File: src/rtl/cache_pkg.sv
// Shared definitions between the fetch stage and the L1 cache interface:
// status codes, access flags, fetch FSM states and the buffered entry layout.
package cache_pkg;

    localparam logic [1:0] WAITING_FOR_MEM_READ = 2'd1;
    localparam logic [1:0] CACHE_HIT            = 2'd2;
    localparam logic [1:0] CACHE_MISS           = 2'd3;

    localparam logic [1:0] READ_SIGNAL  = 2'd1;
    localparam logic [1:0] WRITE_SIGNAL = 2'd2;

    typedef enum logic [1:0] {
        IDLE      = 2'd0,
        FETCH     = 2'd1,
        MISS_WAIT = 2'd2
    } fetch_state_t;

    typedef struct packed {
        logic [63:0] pc;
        logic [31:0] instr;
    } fetch_entry_t;

endpackage

File: src/rtl/fetch_fifo.sv
// Small synchronous FIFO with registered storage; flush empties it and wins
// over any push or pop presented in the same cycle.
module fetch_fifo #(
    parameter int WIDTH = 96,
    parameter int DEPTH = 2,
    localparam int PTR_W = $clog2(DEPTH),
    localparam int CNT_W = $clog2(DEPTH + 1)
) (
    input  logic             clk,
    input  logic             reset,
    input  logic             push,
    input  logic             pop,
    input  logic             flush,
    input  logic [WIDTH-1:0] wdata,
    output logic [WIDTH-1:0] rdata,
    output logic             full,
    output logic             empty,
    output logic [CNT_W-1:0] count
);

    logic [WIDTH-1:0] mem_q [DEPTH];
    logic [PTR_W-1:0] wr_ptr_q;
    logic [PTR_W-1:0] rd_ptr_q;
    logic [CNT_W-1:0] count_q;
    logic             do_push;
    logic             do_pop;

    assign full    = (count_q == CNT_W'(DEPTH));
    assign empty   = (count_q == '0);
    assign count   = count_q;
    assign rdata   = mem_q[rd_ptr_q];
    assign do_push = push && !full && !flush;
    assign do_pop  = pop && !empty && !flush;

    // DEPTH is a power of two, so the pointers wrap on their own.
    always_ff @(posedge clk or posedge reset) begin
        if (reset) begin
            wr_ptr_q <= '0;
            rd_ptr_q <= '0;
            count_q  <= '0;
            for (int i = 0; i < DEPTH; i++) begin
                mem_q[i] <= '0;
            end
        end else if (flush) begin
            wr_ptr_q <= '0;
            rd_ptr_q <= '0;
            count_q  <= '0;
        end else begin
            if (do_push) begin
                mem_q[wr_ptr_q] <= wdata;
                wr_ptr_q        <= wr_ptr_q + PTR_W'(1);
            end
            if (do_pop) begin
                rd_ptr_q <= rd_ptr_q + PTR_W'(1);
            end
            count_q <= count_q + CNT_W'(do_push) - CNT_W'(do_pop);
        end
    end

endmodule

File: src/rtl/instr_fetch_unit.sv
// Fetch stage in front of the L1 cache: owns the PC, holds the address across
// misses, buffers {pc, instr} toward decode and applies redirects at safe points.
module instr_fetch_unit #(
    parameter int                    ADDR_WIDTH = 64,
    parameter int                    SIZE       = 32,
    parameter logic [ADDR_WIDTH-1:0] RESET_PC   = '0,
    parameter int                    FIFO_DEPTH = 2,
    parameter int                    PC_STEP    = 4
) (
    input  logic                  clk,
    input  logic                  reset,
    input  logic                  run,
    output logic                  cache_enable,
    output logic [ADDR_WIDTH-1:0] cache_addr,
    output logic [1:0]            cache_rd_wr_evict_flag,
    input  logic [SIZE-1:0]       cache_read_data,
    input  logic [1:0]            cache_data_available,
    input  logic                  redirect_valid,
    input  logic [ADDR_WIDTH-1:0] redirect_pc,
    output logic                  out_valid,
    input  logic                  out_ready,
    output logic [SIZE-1:0]       out_instr,
    output logic [ADDR_WIDTH-1:0] out_pc,
    output logic                  busy
);

    import cache_pkg::*;

    localparam int ENTRY_W = ADDR_WIDTH + SIZE;
    localparam int CNT_W   = $clog2(FIFO_DEPTH + 1);

    fetch_state_t          state_q, state_d;
    logic [ADDR_WIDTH-1:0] pc_q, pc_d;
    logic                  pend_q, pend_d;
    logic [ADDR_WIDTH-1:0] pend_pc_q, pend_pc_d;

    logic                  is_hit;
    logic                  is_wait;
    logic [ADDR_WIDTH-1:0] redirect_tgt;
    logic                  fifo_push;
    logic                  fifo_flush;
    logic                  fifo_full;
    logic                  fifo_empty;
    logic [CNT_W-1:0]      fifo_count;
    logic [ENTRY_W-1:0]    fifo_rdata;
    logic                  unused_redirect_lsb;

    assign is_hit              = (cache_data_available == CACHE_HIT);
    assign is_wait             = (cache_data_available == WAITING_FOR_MEM_READ) ||
                                 (cache_data_available == CACHE_MISS);
    assign redirect_tgt        = {redirect_pc[ADDR_WIDTH-1:2], 2'b00};
    assign unused_redirect_lsb = ^redirect_pc[1:0];

    always_ff @(posedge clk or posedge reset) begin
        if (reset) begin
            state_q   <= IDLE;
            pc_q      <= RESET_PC;
            pend_q    <= 1'b0;
            pend_pc_q <= '0;
        end else begin
            state_q   <= state_d;
            pc_q      <= pc_d;
            pend_q    <= pend_d;
            pend_pc_q <= pend_pc_d;
        end
    end

    always_comb begin
        state_d = state_q;
        case (state_q)
            IDLE:      if (run) state_d = FETCH;
            FETCH: begin
                if (is_wait)   state_d = MISS_WAIT;
                else if (!run) state_d = IDLE;
            end
            MISS_WAIT: if (is_hit) state_d = run ? FETCH : IDLE;
            default:   state_d = IDLE;
        endcase
    end

    // A status of 2 is the only safe point to move the PC; until then any
    // redirect is parked in pend_pc so the cache sees a stable address.
    always_comb begin
        pc_d       = pc_q;
        pend_d     = pend_q;
        pend_pc_d  = pend_pc_q;
        fifo_push  = 1'b0;
        fifo_flush = redirect_valid;
        case (state_q)
            IDLE: begin
                if (redirect_valid) begin
                    pc_d   = redirect_tgt;
                    pend_d = 1'b0;
                end else if (pend_q) begin
                    pc_d   = pend_pc_q;
                    pend_d = 1'b0;
                end
            end
            FETCH, MISS_WAIT: begin
                if (is_hit) begin
                    if (redirect_valid) begin
                        pc_d   = redirect_tgt;
                        pend_d = 1'b0;
                    end else if (pend_q) begin
                        pc_d   = pend_pc_q;
                        pend_d = 1'b0;
                    end else if (!fifo_full) begin
                        fifo_push = 1'b1;
                        pc_d      = pc_q + ADDR_WIDTH'(PC_STEP);
                    end
                end else if (redirect_valid) begin
                    pend_d    = 1'b1;
                    pend_pc_d = redirect_tgt;
                end
            end
            default: ;
        endcase
    end

    assign cache_enable           = (state_q != IDLE);
    assign busy                   = (state_q != IDLE);
    assign cache_addr             = pc_q;
    assign cache_rd_wr_evict_flag = cache_enable ? READ_SIGNAL : 2'd0;

    fetch_fifo #(
        .WIDTH (ENTRY_W),
        .DEPTH (FIFO_DEPTH)
    ) u_fifo (
        .clk   (clk),
        .reset (reset),
        .push  (fifo_push),
        .pop   (out_ready),
        .flush (fifo_flush),
        .wdata ({pc_q, cache_read_data}),
        .rdata (fifo_rdata),
        .full  (fifo_full),
        .empty (fifo_empty),
        .count (fifo_count)
    );

    assign out_valid          = !fifo_empty;
    assign {out_pc, out_instr} = fifo_rdata;

    fifo_count_bound: assert property (
        @(posedge clk) disable iff (reset) fifo_count <= CNT_W'(FIFO_DEPTH)
    );

endmodule

File: config.mk
export PLATFORM = sky130hd
export DESIGN_NAME = instr_fetch_unit
export DESIGN_NICKNAME = d
export VERILOG_FILES = /design/src/rtl/cache_pkg.sv /design/src/rtl/fetch_fifo.sv /design/src/rtl/instr_fetch_unit.sv
export SDC_FILE = /design/constraint.sdc
export NUM_CORES = 1
export LEC_CHECK = 0
export ABC_CLOCK_PERIOD_IN_PS = 15600
export CAP_MARGIN = 20
export CORE_MARGIN = 8
export CORE_UTILIZATION = 50
export DETAILED_ROUTE_END_ITERATION = 8
export PLACE_DENSITY = 0.75
export RECOVER_POWER = 50
export SLEW_MARGIN = 25
export SYNTH_ARGS = -nofsm -noshare
export SYNTH_HDL_FRONTEND = slang
export SYNTH_SLANG_ARGS = --single-unit
File: constraint.sdc
create_clock -name clk -period 15.6 [get_ports clk]
set_clock_uncertainty 0.1 [all_clocks]
set_input_delay 3.12 -clock clk [delete_from_list [all_inputs] [get_ports clk]]
set_output_delay 3.12 -clock clk [all_outputs]
set_load 0.1 [all_outputs]
* Yosys cells after proc, flatten, opt, wreduce, memory -nomap -nowiden *
Cells that the tools add are included.
W data, S select, Z words.

storage, ports and cells
  bits in registers = 325
  bits of input ports = 103
  output and inout port bits = 165
  word-level logic and storage cells = 88

operators by class
  add/subtract/negate cells = 5
  magnitude comparators = 3
  equal/unequal tests = 13
  multiplexer cells = 33
  bitwise logic cells = 4
  reductions and logical operators = 21

operators by type and width
  operator                 count
  $mux W64                 6
  $mux W96                 4
  $bwmux W192              1
  $pmux W64 S2             1
  $demux W96 S1            1
  $add A64 B3 Y64 const B  1
  $mux W1                  13
  $mux W2                  5
  $ne A3 B3 Y1 const B     3
  $eq A2 B2 Y1 const B     4
  $reduce_bool A2 Y1       4
  $ne A2 B2 Y1 const B     3
  $pmux W2 S3              1
  $reduce_and A3 Y1        2
  $logic_and A1 B1 Y1      5
  $eq A2 B1 Y1 const B     2
  $ge A2 B2 Y1 const B     2
  $logic_not A2 Y1         2
  $ne A4 B4 Y1 const B     1
  $not A1 Y2               2
  $reduce_and A2 Y1        2
  $reduce_and A4 Y1        1
  $logic_not A1 Y1         3
  $add A1 B1 Y1 const B    2
  other kinds (7)          8

* Depth between registers and ports, before layout *
  depth in word-level cells = 11
  gate-level depth with buffers = 11
  gate-level depth less buffers = 9

* Hierarchy *
Synthesis repeated with hierarchy kept, for this count alone.

second synthesis, totals
  cells, all modules = 1410
  area total of the unflattened synthesis = 16457.0 µm²

by module, submodules not included
  module            times used  cells each  area an instance (µm²)  seq. area each (µm²)
  fetch_fifo        1           539         8673.3                  4904.7
  instr_fetch_unit  1           871         7783.7                  3178.0

* Worst setup path before layout *
No wires, ideal clock.

  path kind = input port to flip-flop
  start point = input port redirect_valid
  end point = register u_fifo.count_q[1] (netlist: u_fifo.count[1])
  library setup time = 0.132 ns
  data arrival time = 5.086 ns
  required time = 15.368 ns
  slack = 10.283 ns
  stages on the path = 11
  buffers on the path = 4
  cells stage by stage = clkbuf_1 clkbuf_1 buf_1 clkbuf_1 nor2_1 ha_1 inv_1 ha_1 xor2_1 xnor2_1 nor2_1

between the ends
  longest elaborated chain between the ends = 8
  elaborated cells on any way between the ends = 10

ends and longest elaborated chain
  element                            line                     RTL
  start, declared                    instr_fetch_unit.sv:18   input logic redirect_valid,
  $mux W1                            instr_fetch_unit.sv:101  if (redirect_valid) begin
  $mux W1                            instr_fetch_unit.sv:100  if (is_hit) begin
  $mux W1                            instr_fetch_unit.sv:89   case (state_q)
  $logic_and A1 B1 Y1 (2 in series)  fetch_fifo.sv:32         assign do_push = push && !full && !flush;
  $add A2 B1 Y2                      fetch_fifo.sv:56         count_q <= count_q + CNT_W'(do_push) - CNT_W'(do_pop);
  $sub A2 B1 Y2                      fetch_fifo.sv:56
  $mux W2 (*)                        fetch_fifo.sv:44         end else if (flush) begin
  end signal, assigned               fetch_fifo.sv:56
  end, declared                      fetch_fifo.sv:24         logic [CNT_W-1:0] count_q;

Mark *: on every way between the ends. The rest lies on a longest branch, timed or not.
A chain may end at the register's enable or synchronous reset.

==> reports/qor.yml <==
drv_cap: 9
timing.rr.end: "cache_addr[11]"
status: "finished, violations left"
arrival_ns: 9.46
drt-initial-drc-count: 1075
fin_crit_ns: 9.75
root_buffer: "clkbuf_16"
rr_startpoint: "state_q[0]"
grt_max_degree: 124
rows: 66
drc: 0
syn2layout_area_growth_pct: 24.1
antenna_left: 0
cts_hold_buffers: 0
maxSlewViolCount: 532
cts_buffers: 36
yosysSeqAreaShare: 0.482
reg2reg_slack_ns: 10.08
viasPerCell: 6.10
worst-path-max-fanout: 123
violations: "capacitance limit, slew limit"
synth_cell_type_count: 69
slew_headroom: -2.64
r2r_cells: 10
rsz0062_at_grt: "no"
num-nets-final: 1802
hold_end: "u_fifo.mem_q[125]"
die_y_um: 198
tightest_slew_ns: 5.44
die_x_um: 198
cp-start-kind: "input pin"
fmax_mhz: 103
setup_tns_ns: 0
cts_setup_buffers: 0
io_pins: 268
setup_viol: 0
grt-ovfl-total: 0
hold_start: "u_fifo.mem_q[125]"
grt_pass1_vias: 13300
hold_viol: 0
dp.cells: 2095
hpwl_mm: 31.9
cts_tree: "built"
critical_path_class: "input pin to asynchronous set/reset pin"
synth_flop_cell: "dfrtp_1"
fin_cells: 2163
hp-class: "flip-flop to flip-flop"
wire_per_inst_um: 22.2
grt_pass1_wl_mm: 75.0
synth_edf_count: 0
gp_congestion: 0.906
clk_path_buf_depth: 3
n_fill_cell: 2633
first_pass_iters: 6
track_usage: 0.238
htree_levels: 2
vias: 13200
port_buffers: 260
syn-cell-area_um2: 16600
wl_mm: 47.9
min_period_over_period: 0.625
syn_inst: 1493
clk_latency_ns: 0.51
start_util: 0.509
coreArea_um2: 32500
yosys_warnings: 0
drive_gt1_frac: 0.250
die_area_um2: 39200
clk_pin_slew_worst_paths_ns: 0.06
async_reset_ff_frac: 1.00
antenna_found_initial: 10
required_ns: 15.31
ys_ff_latch: 319
holdWs_ns: 0.399
cts.sinks: 319
cts_resized: 0
synthesis.area_per_instance_um2: 11.1
whs_path_depth: 1
cp-end-kind: "asynchronous set/reset pin"
how the worst max path moves through the flow:
stage                          startpoint                end  slack (ns)  cells after the start
after floorplan                     reset     cache_addr[10]        3.55                      1
after global placement     redirect_valid   u_fifo.mem_q[86]        8.36                      7
after detailed placement   redirect_valid   u_fifo.mem_q[84]        8.27                      7
after CTS                 u_fifo.rd_ptr_q         out_pc[31]        8.72                      3
after global routing                reset  u_fifo.mem_q[171]        4.26                      3
final                               reset   u_fifo.mem_q[99]        5.85                      3
cells in the final DEF, fill, tap and decap left out, types with 26 or more instances in the layout:
master	count
nand2_1	86
mux2_2	342
a21oi_1	49
dlygate4sd3_1	63
nor3_1	44
inv_1	28
o21ai_0	58
clkbuf_16	37
clkdlybuf4s50_1	196
nand4_1	33
nor3b_1	26
dfrtp_1	318
nor2_1	79
nand3_1	30
through the flow:
stage / setup WS, ns / cell area, um2 / utilization
after floorplan: 3.55 / 16600 / -
after global placement: 8.36 / 19400 / 0.597
after detailed placement: 8.27 / 19400 / 0.597
after CTS: 8.72 / 20600 / 0.632
after global routing: 4.26 / 20500 / 0.631
final: 5.85 / 20500 / 0.631
worst max-delay path, stage by stage:
cell and delay [ns]:
dlygate4sd3_1 0.55, clkinvlp_2 3.01, clkbuf_1 2.65
kinds of logic (layout without fill, tap and decap cells):
kind of cell               count (synthesis)  count (layout)  synth area share
and+or+nand+nor                          394             394             0.126
muxes                                    352             352             0.239
DFF                                      319             319             0.482
AOI/OAI and AO/OA                        253             253             0.104
buffers and inverters                    153             371            0.0368
xor gates and xnor gates                  14              14           0.00741
adders and majority gates                  7               7           0.00529
other                                      1              11          0.000226
cell type report:
class | instances | area [um2] | area share
Antenna cell | 6 | 15.0 | 0.000731
Clock buffer | 50 | 1040 | 0.0509
Clock inverter | 11 | 80.1 | 0.00390
Inverter | 30 | 114 | 0.00554
Multi-Input combinational cell | 1025 | 8010 | 0.390
Sequential cell | 319 | 7990 | 0.389
Tap cell | 442 | 553 | 0.0269
Timing Repair Buffer | 280 | 2740 | 0.134
layer usage:
layer / track usage / wire, um / vias to the layer above
met1: 0.320 / 20600 / 6609
met5: 0 / 52 / -
met2: 0.378 / 22100 / 559
li1: - / - / 5916
met4: 0.0879 / 1580 / 8
met3: 0.0489 / 3540 / 113
synth_stat cells, types with 7 or more instances:
master | n | area share
mux2_2 | 342 | 0.23
o31ai_1 | 10 | 0.0045
nand3_1 | 30 | 0.0091
nand4_1 | 33 | 0.012
xnor2_1 | 10 | 0.0053
nand2b_1 | 12 | 0.0045
o211ai_1 | 8 | 0.0036
a31oi_1 | 16 | 0.0060
o2111ai_1 | 7 | 0.0037
nor3b_1 | 26 | 0.012
ha_1 | 7 | 0.0053
or3_1 | 11 | 0.0042
clkbuf_1 | 92 | 0.021
and4_1 | 16 | 0.0085
nor2_1 | 79 | 0.018
dfrtp_1 | 319 | 0.48
a21oi_1 | 50 | 0.015
nor4_1 | 15 | 0.0057
mux2i_1 | 10 | 0.0060
buf_4 | 7 | 0.0032
nor2b_1 | 7 | 0.0026
a211oi_1 | 20 | 0.0091
buf_2 | 7 | 0.0021
nand2_1 | 87 | 0.020
buf_1 | 17 | 0.0039
inv_1 | 29 | 0.0066
o311ai_0 | 8 | 0.0042
o21ai_0 | 57 | 0.017
nor3_1 | 44 | 0.013
and3_1 | 10 | 0.0038
flip-flops by register name (all words and copies together), names as in the netlist:
register,flops
u_fifo.rd_ptr_q,1
state_q,2
u_fifo.mem_q,188
pend_q,1
cache_addr,62
u_fifo.count,2
u_fifo.wr_ptr_q,1
pend_pc_q,62
Power is not shown: default switching activity piles up to over one toggle a cycle in this logic, so the estimate is an artifact.
